### config.mk
export PLATFORM = sky130hd
export DESIGN_NAME = prb_bfp_compress
export DESIGN_NICKNAME = d
export VERILOG_FILES = /design/src/rtl/pusch_pkg.sv /design/src/rtl/bfp_pingpong_buf.sv /design/src/rtl/prb_bfp_compress.sv
export SDC_FILE = /design/constraint.sdc
export NUM_CORES = 1
export LEC_CHECK = 0
export CORE_AREA = 2 2 245 247
export DETAILED_ROUTE_END_ITERATION = 8
export DIE_AREA = 0 0 247 249
export GPL_TIMING_DRIVEN = 0
export PLACE_DENSITY = 0.86
export RECOVER_POWER = 100
export SLEW_MARGIN = 20
export SYNTH_ARGS = -nofsm -noshare
export SYNTH_HDL_FRONTEND = slang
export SYNTH_SLANG_ARGS = --single-unit
### constraint.sdc
create_clock -name clk -period 11.45 [get_ports clk]
set_clock_uncertainty 0.15 [all_clocks]
set_input_delay 2.29 -clock clk [delete_from_list [all_inputs] [get_ports clk]]
set_output_delay 2.29 -clock clk [all_outputs]
set_load 0.01 [all_outputs]
### src/rtl/pusch_pkg.sv
// Shared widths, read-FSM states and block-floating-point arithmetic helpers
// used by the per-PRB compressor. Ports: none (package).
package pusch_pkg;

  localparam int unsigned IW  = 16;
  localparam int unsigned OW  = 7;
  localparam int unsigned SW  = 4;
  localparam int unsigned NRE = 12;

  typedef enum logic [1:0] {
    ST_IDLE  = 2'd0,
    ST_CALC  = 2'd1,
    ST_BURST = 2'd2
  } bfp_st_e;

  // Right shift needed so the largest magnitude fits OW-1 magnitude bits.
  function automatic logic [SW-1:0] calc_shift(input logic [IW-2:0] m);
    logic [SW-1:0] bl;
    bl = '0;
    for (int i = 0; i < int'(IW) - 1; i++) begin
      if (m[i]) bl = SW'(i + 1);
    end
    return (bl > SW'(OW - 1)) ? SW'(bl - SW'(OW - 1)) : '0;
  endfunction

  // Round-half-up arithmetic shift at IW+1 bits, then saturate to OW bits.
  function automatic logic [OW-1:0] rnd_sat(input logic [IW-1:0] x,
                                            input logic [SW-1:0] sh);
    logic signed [IW:0] xe;
    logic signed [IW:0] rnd;
    logic signed [IW:0] y;
    logic signed [IW:0] hi;
    logic signed [IW:0] lo;
    xe  = $signed({x[IW-1], x});
    rnd = '0;
    if (sh != '0) rnd = $signed((IW + 1)'(1) << (sh - SW'(1)));
    y  = (xe + rnd) >>> sh;
    hi = $signed((IW + 1)'((1 << (OW - 1)) - 1));
    lo = ~hi;
    if (y > hi) begin
      y = hi;
    end else if (y < lo) begin
      y = lo;
    end
    return y[OW-1:0];
  endfunction

endpackage

### src/rtl/bfp_pingpong_buf.sv
// Two-bank register file holding one PRB per bank for the BFP compressor.
// Ports: clk; write port (wr_en, wr_bank, wr_addr, wr_data);
//        combinational read port (rd_bank, rd_addr -> rd_data).
module bfp_pingpong_buf #(
  parameter int unsigned DW  = 32,
  parameter int unsigned NRE = 12,
  parameter int unsigned AW  = 4
) (
  input  logic          clk,
  input  logic          wr_en,
  input  logic          wr_bank,
  input  logic [AW-1:0] wr_addr,
  input  logic [DW-1:0] wr_data,
  input  logic          rd_bank,
  input  logic [AW-1:0] rd_addr,
  output logic [DW-1:0] rd_data
);

  logic [DW-1:0] mem_q [2][NRE];

  // Sample storage only; contents are meaningless until written.
  always_ff @(posedge clk) begin
    if (wr_en) mem_q[wr_bank][wr_addr] <= wr_data;
  end

  assign rd_data = mem_q[rd_bank][rd_addr];

endmodule

### src/rtl/prb_bfp_compress.sv
// Per-PRB block-floating-point compressor feeding package_data.
// Ports: clk, rst (sync, active-high); input RE stream i_vld/i_sop/i_eop with
// 16-bit signed i_data_i/i_data_q; output RE stream o_vld/o_sop/o_eop with
// o_prb_idx, o_data {I,Q} (7-bit each), o_shift exponent and o_err pulse.
module prb_bfp_compress #(
  parameter int unsigned IW  = pusch_pkg::IW,
  parameter int unsigned OW  = pusch_pkg::OW,
  parameter int unsigned SW  = pusch_pkg::SW,
  parameter int unsigned NRE = pusch_pkg::NRE,
  parameter int unsigned PW  = 9
) (
  input  logic            clk,
  input  logic            rst,
  input  logic            i_vld,
  input  logic            i_sop,
  input  logic            i_eop,
  input  logic [IW-1:0]   i_data_i,
  input  logic [IW-1:0]   i_data_q,
  output logic            o_vld,
  output logic            o_sop,
  output logic            o_eop,
  output logic [PW-1:0]   o_prb_idx,
  output logic [2*OW-1:0] o_data,
  output logic [SW-1:0]   o_shift,
  output logic            o_err
);

  import pusch_pkg::*;

  localparam int unsigned AW = $clog2(NRE);
  localparam int unsigned MW = IW - 1;
  localparam logic [AW-1:0] LAST = AW'(NRE - 1);

  // Write side state
  logic [AW-1:0] wr_cnt_q, wr_cnt_d;
  logic          wr_bank_q, wr_bank_d;
  logic [MW-1:0] m_q, m_d;
  logic [PW-1:0] prb_cnt_q, prb_cnt_d;
  logic          first_q, first_d;

  // Completed PRB waiting for (or in) CALC
  logic [MW-1:0] c_m_q, c_m_d;
  logic [PW-1:0] c_idx_q, c_idx_d;
  logic          c_sop_q, c_sop_d;
  logic          c_eop_q, c_eop_d;
  logic          c_bank_q, c_bank_d;
  logic          pend_q, pend_d;

  // Read side state
  bfp_st_e       state_q, state_d;
  logic [AW-1:0] rd_cnt_q, rd_cnt_d;
  logic [SW-1:0] shift_q, shift_d;
  logic [PW-1:0] b_idx_q, b_idx_d;
  logic          b_eop_q, b_eop_d;
  logic          b_bank_q, b_bank_d;

  // Registered outputs
  logic            o_vld_q, o_vld_d;
  logic            o_sop_q, o_sop_d;
  logic            o_eop_q, o_eop_d;
  logic [PW-1:0]   o_prb_idx_q, o_prb_idx_d;
  logic [2*OW-1:0] o_data_q, o_data_d;
  logic [SW-1:0]   o_shift_q, o_shift_d;
  logic            o_err_q, o_err_d;

  logic            done;
  logic            err;
  logic            wr_en;
  logic [AW-1:0]   base_cnt;
  logic [MW-1:0]   base_m;
  logic [PW-1:0]   base_prb;
  logic [MW-1:0]   mag;
  logic            rd_bank;
  logic [AW-1:0]   rd_addr;
  logic [2*IW-1:0] rd_data;
  logic [SW-1:0]   cur_shift;
  logic [2*OW-1:0] cnv_data;

  // Ones'-complement magnitude of the incoming I/Q pair, OR-ed together.
  assign mag = (i_data_i[MW-1:0] ^ {MW{i_data_i[IW-1]}})
             | (i_data_q[MW-1:0] ^ {MW{i_data_q[IW-1]}});

  // Write side: RE placement, exponent tracking, PRB completion and errors.
  always_comb begin
    wr_cnt_d  = wr_cnt_q;
    wr_bank_d = wr_bank_q;
    m_d       = m_q;
    prb_cnt_d = prb_cnt_q;
    first_d   = first_q;
    c_m_d     = c_m_q;
    c_idx_d   = c_idx_q;
    c_sop_d   = c_sop_q;
    c_eop_d   = c_eop_q;
    c_bank_d  = c_bank_q;
    done      = 1'b0;
    err       = 1'b0;
    wr_en     = 1'b0;
    base_cnt  = wr_cnt_q;
    base_m    = m_q;
    base_prb  = prb_cnt_q;
    if (i_vld) begin
      // SOP abandons any partial PRB and restarts the symbol at this RE.
      if (i_sop) begin
        base_cnt = '0;
        base_m   = '0;
        base_prb = '0;
        first_d  = 1'b1;
        err      = (wr_cnt_q != '0);
      end
      prb_cnt_d = base_prb;
      if (i_eop && (base_cnt != LAST)) begin
        err      = 1'b1;
        wr_cnt_d = '0;
        m_d      = '0;
        first_d  = 1'b0;
      end else begin
        wr_en = 1'b1;
        if (base_cnt == LAST) begin
          done      = 1'b1;
          wr_cnt_d  = '0;
          m_d       = '0;
          wr_bank_d = ~wr_bank_q;
          prb_cnt_d = base_prb + PW'(1);
          first_d   = 1'b0;
          c_m_d     = base_m | mag;
          c_idx_d   = base_prb;
          c_sop_d   = first_q | i_sop;
          c_eop_d   = i_eop;
          c_bank_d  = wr_bank_q;
        end else begin
          wr_cnt_d = base_cnt + AW'(1);
          m_d      = base_m | mag;
        end
      end
    end
  end

  bfp_pingpong_buf #(
    .DW  (2 * IW),
    .NRE (NRE),
    .AW  (AW)
  ) u_buf (
    .clk     (clk),
    .wr_en   (wr_en),
    .wr_bank (wr_bank_q),
    .wr_addr (base_cnt),
    .wr_data ({i_data_i, i_data_q}),
    .rd_bank (rd_bank),
    .rd_addr (rd_addr),
    .rd_data (rd_data)
  );

  // CALC already emits RE 0 so that back-to-back PRBs leave no bubble.
  assign rd_bank   = (state_q == ST_CALC) ? c_bank_q : b_bank_q;
  assign rd_addr   = (state_q == ST_CALC) ? '0 : rd_cnt_q;
  assign cur_shift = (state_q == ST_CALC) ? calc_shift(c_m_q) : shift_q;
  assign cnv_data  = {rnd_sat(rd_data[2*IW-1:IW], cur_shift),
                      rnd_sat(rd_data[IW-1:0], cur_shift)};

  // Read FSM and output register next-state.
  always_comb begin
    state_d     = state_q;
    pend_d      = pend_q;
    rd_cnt_d    = rd_cnt_q;
    shift_d     = shift_q;
    b_idx_d     = b_idx_q;
    b_eop_d     = b_eop_q;
    b_bank_d    = b_bank_q;
    o_vld_d     = 1'b0;
    o_sop_d     = 1'b0;
    o_eop_d     = 1'b0;
    o_prb_idx_d = '0;
    o_data_d    = '0;
    o_shift_d   = '0;
    o_err_d     = err;
    if (done) pend_d = 1'b1;
    case (state_q)
      ST_IDLE: begin
        if (done) state_d = ST_CALC;
      end
      ST_CALC: begin
        shift_d     = cur_shift;
        b_idx_d     = c_idx_q;
        b_eop_d     = c_eop_q;
        b_bank_d    = c_bank_q;
        rd_cnt_d    = AW'(1);
        o_vld_d     = 1'b1;
        o_sop_d     = c_sop_q;
        o_prb_idx_d = c_idx_q;
        o_shift_d   = cur_shift;
        o_data_d    = cnv_data;
        state_d     = ST_BURST;
      end
      ST_BURST: begin
        o_vld_d     = 1'b1;
        o_prb_idx_d = b_idx_q;
        o_shift_d   = shift_q;
        o_data_d    = cnv_data;
        if (rd_cnt_q == LAST) begin
          o_eop_d = b_eop_q;
          state_d = (pend_q || done) ? ST_CALC : ST_IDLE;
        end else begin
          rd_cnt_d = rd_cnt_q + AW'(1);
        end
      end
      default: state_d = ST_IDLE;
    endcase
    // Entering CALC consumes the latched PRB.
    if (state_d == ST_CALC) pend_d = 1'b0;
  end

  always_ff @(posedge clk) begin
    if (rst) begin
      wr_cnt_q    <= '0;
      wr_bank_q   <= 1'b0;
      m_q         <= '0;
      prb_cnt_q   <= '0;
      first_q     <= 1'b0;
      c_m_q       <= '0;
      c_idx_q     <= '0;
      c_sop_q     <= 1'b0;
      c_eop_q     <= 1'b0;
      c_bank_q    <= 1'b0;
      pend_q      <= 1'b0;
      state_q     <= ST_IDLE;
      rd_cnt_q    <= '0;
      shift_q     <= '0;
      b_idx_q     <= '0;
      b_eop_q     <= 1'b0;
      b_bank_q    <= 1'b0;
      o_vld_q     <= 1'b0;
      o_sop_q     <= 1'b0;
      o_eop_q     <= 1'b0;
      o_prb_idx_q <= '0;
      o_data_q    <= '0;
      o_shift_q   <= '0;
      o_err_q     <= 1'b0;
    end else begin
      wr_cnt_q    <= wr_cnt_d;
      wr_bank_q   <= wr_bank_d;
      m_q         <= m_d;
      prb_cnt_q   <= prb_cnt_d;
      first_q     <= first_d;
      c_m_q       <= c_m_d;
      c_idx_q     <= c_idx_d;
      c_sop_q     <= c_sop_d;
      c_eop_q     <= c_eop_d;
      c_bank_q    <= c_bank_d;
      pend_q      <= pend_d;
      state_q     <= state_d;
      rd_cnt_q    <= rd_cnt_d;
      shift_q     <= shift_d;
      b_idx_q     <= b_idx_d;
      b_eop_q     <= b_eop_d;
      b_bank_q    <= b_bank_d;
      o_vld_q     <= o_vld_d;
      o_sop_q     <= o_sop_d;
      o_eop_q     <= o_eop_d;
      o_prb_idx_q <= o_prb_idx_d;
      o_data_q    <= o_data_d;
      o_shift_q   <= o_shift_d;
      o_err_q     <= o_err_d;
    end
  end

  assign o_vld     = o_vld_q;
  assign o_sop     = o_sop_q;
  assign o_eop     = o_eop_q;
  assign o_prb_idx = o_prb_idx_q;
  assign o_data    = o_data_q;
  assign o_shift   = o_shift_q;
  assign o_err     = o_err_q;

endmodule

After elaboration in Yosys (flattened, before gate mapping)
Memory sizes are Yosys's and may differ from the RTL's.
Index checks and enable logic that the tools add are counted.
{"block": "totals", "mem_count": 1, "ram_bits": 768, "reg_bits": 110, "input_bits": 37, "wordCells": 148, "output_inout_bits": 31}
{"block": "op_classes", "n_reduce_logical": 19, "eq_ne": 7, "shifts": 3, "bitwise_logic": 14, "muxes": 63, "addsub": 7, "magnitude_cmp": 8}
{"name": "u_buf.mem_q", "words": 2, "width": 384, "read_ports": 1, "rd_clocked_by_memory_dff": 0, "wr": 1, "line_no": "bfp_pingpong_buf.sv:19", "source": "logic [DW-1:0] mem_q [2][NRE];"}
{"op": "$mux 384", "count": 1}
{"op": "$bmux 32 s4", "count": 1}
{"op": "$demux 32 s4", "count": 1}
{"op": "$mux 32", "count": 3}
{"op": "$mux 4", "count": 23}
{"op": "$mux 15", "count": 4}
{"op": "$mux 9", "count": 4}
{"op": "$add 16x17->17", "count": 2}
{"op": "$gt 17x7->1 const B", "count": 2}
{"op": "$lt 17x7->1 const B", "count": 2}
{"op": "$sshr 17x4->17", "count": 2}
{"op": "$or 15x15->15", "count": 2}
{"op": "$xor 15x15->15", "count": 2}
{"op": "$pmux 9 s2", "count": 1}
{"op": "$mux 17", "count": 1}
{"op": "$shl 1x4->17 const A", "count": 1}
{"op": "$pmux 4 s2", "count": 2}
{"op": "$mux 1", "count": 15}
{"op": "$mux 7", "count": 2}
{"op": "$mux 6", "count": 2}
{"op": "$ge 5x5->1 const B", "count": 2}
{"op": "$not 4->5", "count": 2}
{"op": "$reduce_or 2->1", "count": 5}
{"op": "$add 9x1->9 const B", "count": 1}
{"op": "other kinds (23)", "count": 38}

Longest topological paths before layout
Gate-level depths: netlist of run 1.
{"block": "logic_depth", "word_depth": 26, "depth_mapped": 32}

Modules after synthesis
Synthesis of run 1 repeated with hierarchy kept, for this count alone.
{"block": "hier_totals", "hier_cells": 2738, "hier_area_um2": 38640.8}
{"mod": "bfp_pingpong_buf", "instances": 1, "cells_each": 1521, "area_each_um2": 29704.7, "seq_area_each_um2": 23062.1}
{"mod": "prb_bfp_compress", "instances": 1, "cells_each": 1217, "area_each_um2": 8936.1, "seq_area_each_um2": 2202.1}

Worst setup path after synthesis of run 1
Ideal clock, no wire load.
{"block": "synth_path", "path_kind": "register to register", "startpoint": "reg state_q[1]", "endpoint": "reg o_data_q[10], in the netlist o_data[10]", "period_less_slack_ns": 7.115, "t_arrival_ns": 6.896, "t_required_ns": 11.230, "path_slack_ns": 4.335, "path_stages_with_launch": 30, "cell_sequence": "dfxtp_1 inv_1 ha_1 mux2_2 buf_4 buf_6 buf_2 buf_2 buf_2 clkbuf_1 clkbuf_1 buf_1 mux4_2 nand2_1 nand3_1 nand3_1 o31ai_1 ha_1 ha_1 a21boi_0 o221ai_1 o211ai_1 a31o_2 a211oi_2 xnor2_1 a21oi_2 or4_1 a31oi_1 a21boi_2 a21oi_1"}
{"block": "synth_via", "elab_chain_cells": 11}
{"element": "from (decl)", "line_no": "prb_bfp_compress.sv:50", "source": "bfp_st_e state_q, state_d;"}
{"element": "from (signal assigned)", "line_no": "prb_bfp_compress.sv:250", "source": "state_q <= state_d;"}
{"element": "$eq 2x1->1"}
{"element": "$mux 1 or $mux 4 (tied branches)"}
{"element": "$mem_v2 2x384 or $not 4->5 (tied branches)"}
{"element": "$bmux 32 s4", "line_no": "bfp_pingpong_buf.sv:26", "source": "assign rd_data = mem_q[rd_bank][rd_addr];"}
{"element": "$mux 32 (not written as such) (2 in a row)", "line_no": "bfp_pingpong_buf.sv:26"}
{"element": "$add 16x17->17", "line_no": "pusch_pkg.sv:37", "source": "y = (xe + rnd) >>> sh;"}
{"element": "$sshr 17x4->17", "line_no": "pusch_pkg.sv:37"}
{"element": "$lt 17x7->1", "line_no": "pusch_pkg.sv:42", "source": "end else if (y < lo) begin"}
{"element": "$mux 7", "line_no": "pusch_pkg.sv:42"}
{"element": "$mux 6", "line_no": "pusch_pkg.sv:40", "source": "if (y > hi) begin"}
{"element": "to (signal assigned)", "line_no": "prb_bfp_compress.sv:260", "source": "o_data_q <= o_data_d;"}
{"element": "to (decl)", "line_no": "prb_bfp_compress.sv:62", "source": "logic [2*OW-1:0] o_data_q, o_data_d;"}
Several ways; a longest one is shown, not always the timed one. The select of a mux whose other input is x is not followed.
A chain may end at the register's enable or synchronous reset.

Worst setup path in the final report of run 1
{"block": "layout_path", "startpoint": "reg state_q[1]", "endpoint": "reg o_data_q[5], in the netlist o_data[5]"}
Same word-level chain as after synthesis.

==> results by group, run 1 <==
Layout
  • Final Net Count: 2999
  • Fillers: 3270
  • Multi-input logic area: 12980 um2
  • Reg area: 25260 um2
  • Layout Area Growth over Synthesis: 11.32%
  • Fin cells: 3772
  • Fraction of layout cells with a size suffix above 1: 12.72%
  • Design Area, Final: 43470 um2

Route
  • Iteration-0 DRC count of the detailed router: 4734
  • DRC violations left: 2
  • 1st-pass router iterations: 9
  • Vias: 28300
  • Post-route ant nets: 0
  • Vias per inst: 7.502
  • Post-Route WL: 131.0 mm
  • WL/cell: 34.74 um

Critical path
  • Worst R2R Setup Slack: 0.72 ns
  • Reg2reg path depth: 28
  • WP depth: 28
  • Top cell by count, worst path: clkbuf_1
  • Max incr delay on CP: 0.92 ns
  • Top Family by Delay on Critical Path: buffers and inverters
  • Slowest CP cell: o21ai_0
  • Critical path destination: o_data[5]
  • Worst setup SP type: flop
  • CP Data Arrival Time: 11.14 ns
  • CP max FO: 10
  • CP required: 11.86 ns
  • CP Class: reg -> reg
  • Crit path buffers/inverters: 10
  • Critical path launch point: state_q[1]
  • Crit Reg-Reg Endpoint: o_data[5]
  • Nature of the critical path endpoint: flop
  • FF-to-FF Start: state_q[1]

GRT
  • Grt total ovfl: 0
  • GR Util All Layers: 43.16%
  • First-pass GRT wire length: 189.6 mm
  • Initial antenna violation count: 0
  • Vias in the first global route: 28080
  • Largest net degree at the start of global routing: 26

Logic synthesis
  • Yosys top cell area share: 59.06%
  • Post-synth EDFFs: 768
  • Synth Area in Compound Gates: 8.926%
  • Post-synthesis simple-gate area fraction: 10.27%
  • Commonest cells in the netlist: edfxtp_1 (768), nand2_1 (255), nor2_1 (171)
  • Post-synthesis mux area share: 11.29%
  • Synthesis Warnings: 0
  • Main combinational cell family by area after synthesis: multiplexers
  • Syn Area/Cell: 14.22 um2
  • #FFs+latches synth: 878
  • Cells after Synth: 2747
  • Area leader, netlist: edfxtp_1
  • Primary FF master, synth: edfxtp_1
  • Top cells by area, synth: edfxtp_1 (59%), mux4_2 (8.2%), dfxtp_1 (5.6%), mux2i_1 (2.6%), nand2_1 (2.5%)
  • Post-synthesis adder-cell area fraction: 0.9804%
  • Synth unique cells: 113
  • Synthesized area: 39050 um2
  • Ys async rst share: 0%
  • Most numerous cell in the Yosys netlist: edfxtp_1
  • XOR/XNOR Fraction of Synth Area: 1.740%
  • Sequential share of the synthesized area: 64.70%

CTS
  • Clk pin slew, worst setup/hold paths: 0.07 ns
  • Clock Latency Late Sink: 0.66 ns
  • Clock Path Buffers: 3
  • Number of H-tree levels: 3
  • Clock root cell: clkbuf_16
  • # Post-CTS Setup Buffers: 0
  • CTS buffer count: 84
  • Post-cts sizing count: 0
  • # hold bufs at CTS: 0
  • Clock sinks: 878
  • CTS tree: done

Status
  • Failing checks: design-rule violations, max-capacitance violations, max-slew violations
  • Status: finished with violations

Floorplanning
  • Starting Density: 66.54%
  • Rows: 89
  • Die Width: 247 um
  • CORE AREA: 58690 um2
  • Height of the die: 249 um
  • Top Ports: 68
  • DIE AREA: 61500 um2

Power
  • Worst VDD drop: 0.2271 mV
  • Pwr per Cell Area: 149.8 nW/um2
  • Leakage: 0.01399 uW

Timing
  • Post-route setup TNS: 0 ns
  • Finish-stage setup viols: 0
  • Crit share post-route: 93.69%
  • PnR worst setup slack: 0.7228 ns
  • Minimum clock period: 10.73 ns
  • RSZ-0062 raised after global routing: false
  • Slew headroom: -50.03%
  • Final Hold Viols: 0
  • Fmax: 93.22 MHz
  • Worst slew pin tran: 2.242 ns
  • Final Max Tran Viols: 728

Placed design
  • Post-DP Area: 41610 um2
  • Final GP Congestion: 0.9694
  • Dpl ws: 1.598 ns
  • Placed insts: 3620
  • Port bufs: 67
  • Dpl hpwl: 81.01 mm

Job
  • Max-cap violations: 41

Min path
  • HP Class: reg -> reg
==> where the power goes <==
part / switching [uW] / leakage [uW] / internal [uW]
logic: 158 / 0.00487 / 57.3
clock network: 1260 / 0.00131 / 1550
registers: 5.33 / 0.00780 / 3490
total: 1420 / 0.0140 / 5090
==> logic make-up (layout without fill, tap and decap cells) <==
| group | after synthesis | count (layout) |
|---|---|---|
| xor gates and xnor gates | 75 | 75 |
| AOI/OAI and AO/OA | 490 | 490 |
| DFF | 878 | 878 |
| adders and majority gates | 31 | 31 |
| muxes | 261 | 261 |
| and+or+nand+nor | 813 | 813 |
| buffers and inverters | 198 | 445 |
| other | 1 | 6 |
==> state kept, by name (all words and copies together), names as in the netlist, 2 cells and up <==
register and count:
m_q 15, c_m_q 15, state_q 2, o_data 14
rd_cnt_q 4, shift_q 4, c_idx_q 9, u_buf.mem_q 768
wr_cnt_q 4, b_idx_q 9, o_prb_idx 9, o_shift 4
prb_cnt_q 9
==> final cells by class <==
type                            count  share of cell area [%]
Clock inverter                     44                   1.076
Multi-Input combinational cell   1672                   29.86
Clock buffer                      104                   5.106
Sequential cell                   878                   58.12
Tap cell                          773                   2.225
Inverter                           27                  0.2331
Buffer                            171                   1.635
Antenna cell                        4                 0.02303
Timing Repair Buffer               99                   1.721
==> metrics by stage <==
step	util (%)	hold WS (ns)	total power (uW)
3_3_place_gp	69.34	0.2852	3752
5_1_grt	74.06	0.3193	6606
2_1_floorplan	-	0.2694	3657
4_1_cts	75.48	0.2912	6487
6_report	74.08	0.2925	6514
3_5_place_dp	70.90	0.2896	3763
==> layout by cell type, fill, tap and decap left out, drive strengths merged, types with 18 or more instances in the layout <==
| cell type | n |
|---|---|
| a211oi | 46 |
| a21oi | 138 |
| a31oi | 27 |
| and2 | 20 |
| buf | 56 |
| clkbuf | 258 |
| clkinv | 31 |
| dfxtp | 110 |
| dlygate4sd3 | 58 |
| edfxtp | 768 |
| ha | 29 |
| inv | 31 |
| mux2i | 103 |
| mux4 | 142 |
| nand2 | 257 |
| nand2b | 45 |
| nand3 | 103 |
| nand4 | 18 |
| nor2 | 175 |
| nor2b | 40 |
| nor3 | 50 |
| o21ai | 69 |
| o31ai | 18 |
| or3 | 22 |
| xnor2 | 37 |
| xor2 | 38 |
==> how the worst min path moves through the flow <==
stage | slack, ns | depth (start not counted) | to | from
floorplan | 0.27 | 2 | o_sop | c_sop_q
global placement | 0.29 | 2 | o_sop | c_sop_q
detailed placement | 0.29 | 2 | o_sop | c_sop_q
CTS | 0.29 | 2 | o_sop | c_sop_q
global route | 0.32 | 2 | c_idx_q[2] | c_idx_q[2]
finish | 0.29 | 2 | o_sop | c_sop_q
==> worst register-to-register path, delay by kind of cell, from the launching register on <==
kind,cells,cell delay (ns)
buffers and inverters,10,4.63
AOI/OAI and AO/OA,7,2.49
muxes,4,1.21
and+or+nand+nor,5,1.15
adders and majority gates,2,0.64
DFF,1,0.37
==> layer usage <==
metal | wire length, um | global-route usage, % | share of wire (%)
met5 | 0 | 0 | 0
met4 | 11820 | 29.91 | 9.0
met3 | 17410 | 11.60 | 13
met2 | 61170 | 68.35 | 47
met1 | 40650 | 51.61 | 31
(Power assumes the default switching activity.)
==> inputs of run 2 (changes only) <==
--- a/config.mk
+++ b/config.mk
@@ -5,6 +5,7 @@
 export SDC_FILE = /design/constraint.sdc
 export NUM_CORES = 1
 export LEC_CHECK = 0
+export ABC_CLOCK_PERIOD_IN_PS = 11450
 export CORE_AREA = 2 2 245 247
 export DETAILED_ROUTE_END_ITERATION = 8
 export DIE_AREA = 0 0 247 249
==> results of run 2 <==
Final layout, timing and power as in run 1 (identical DEF).
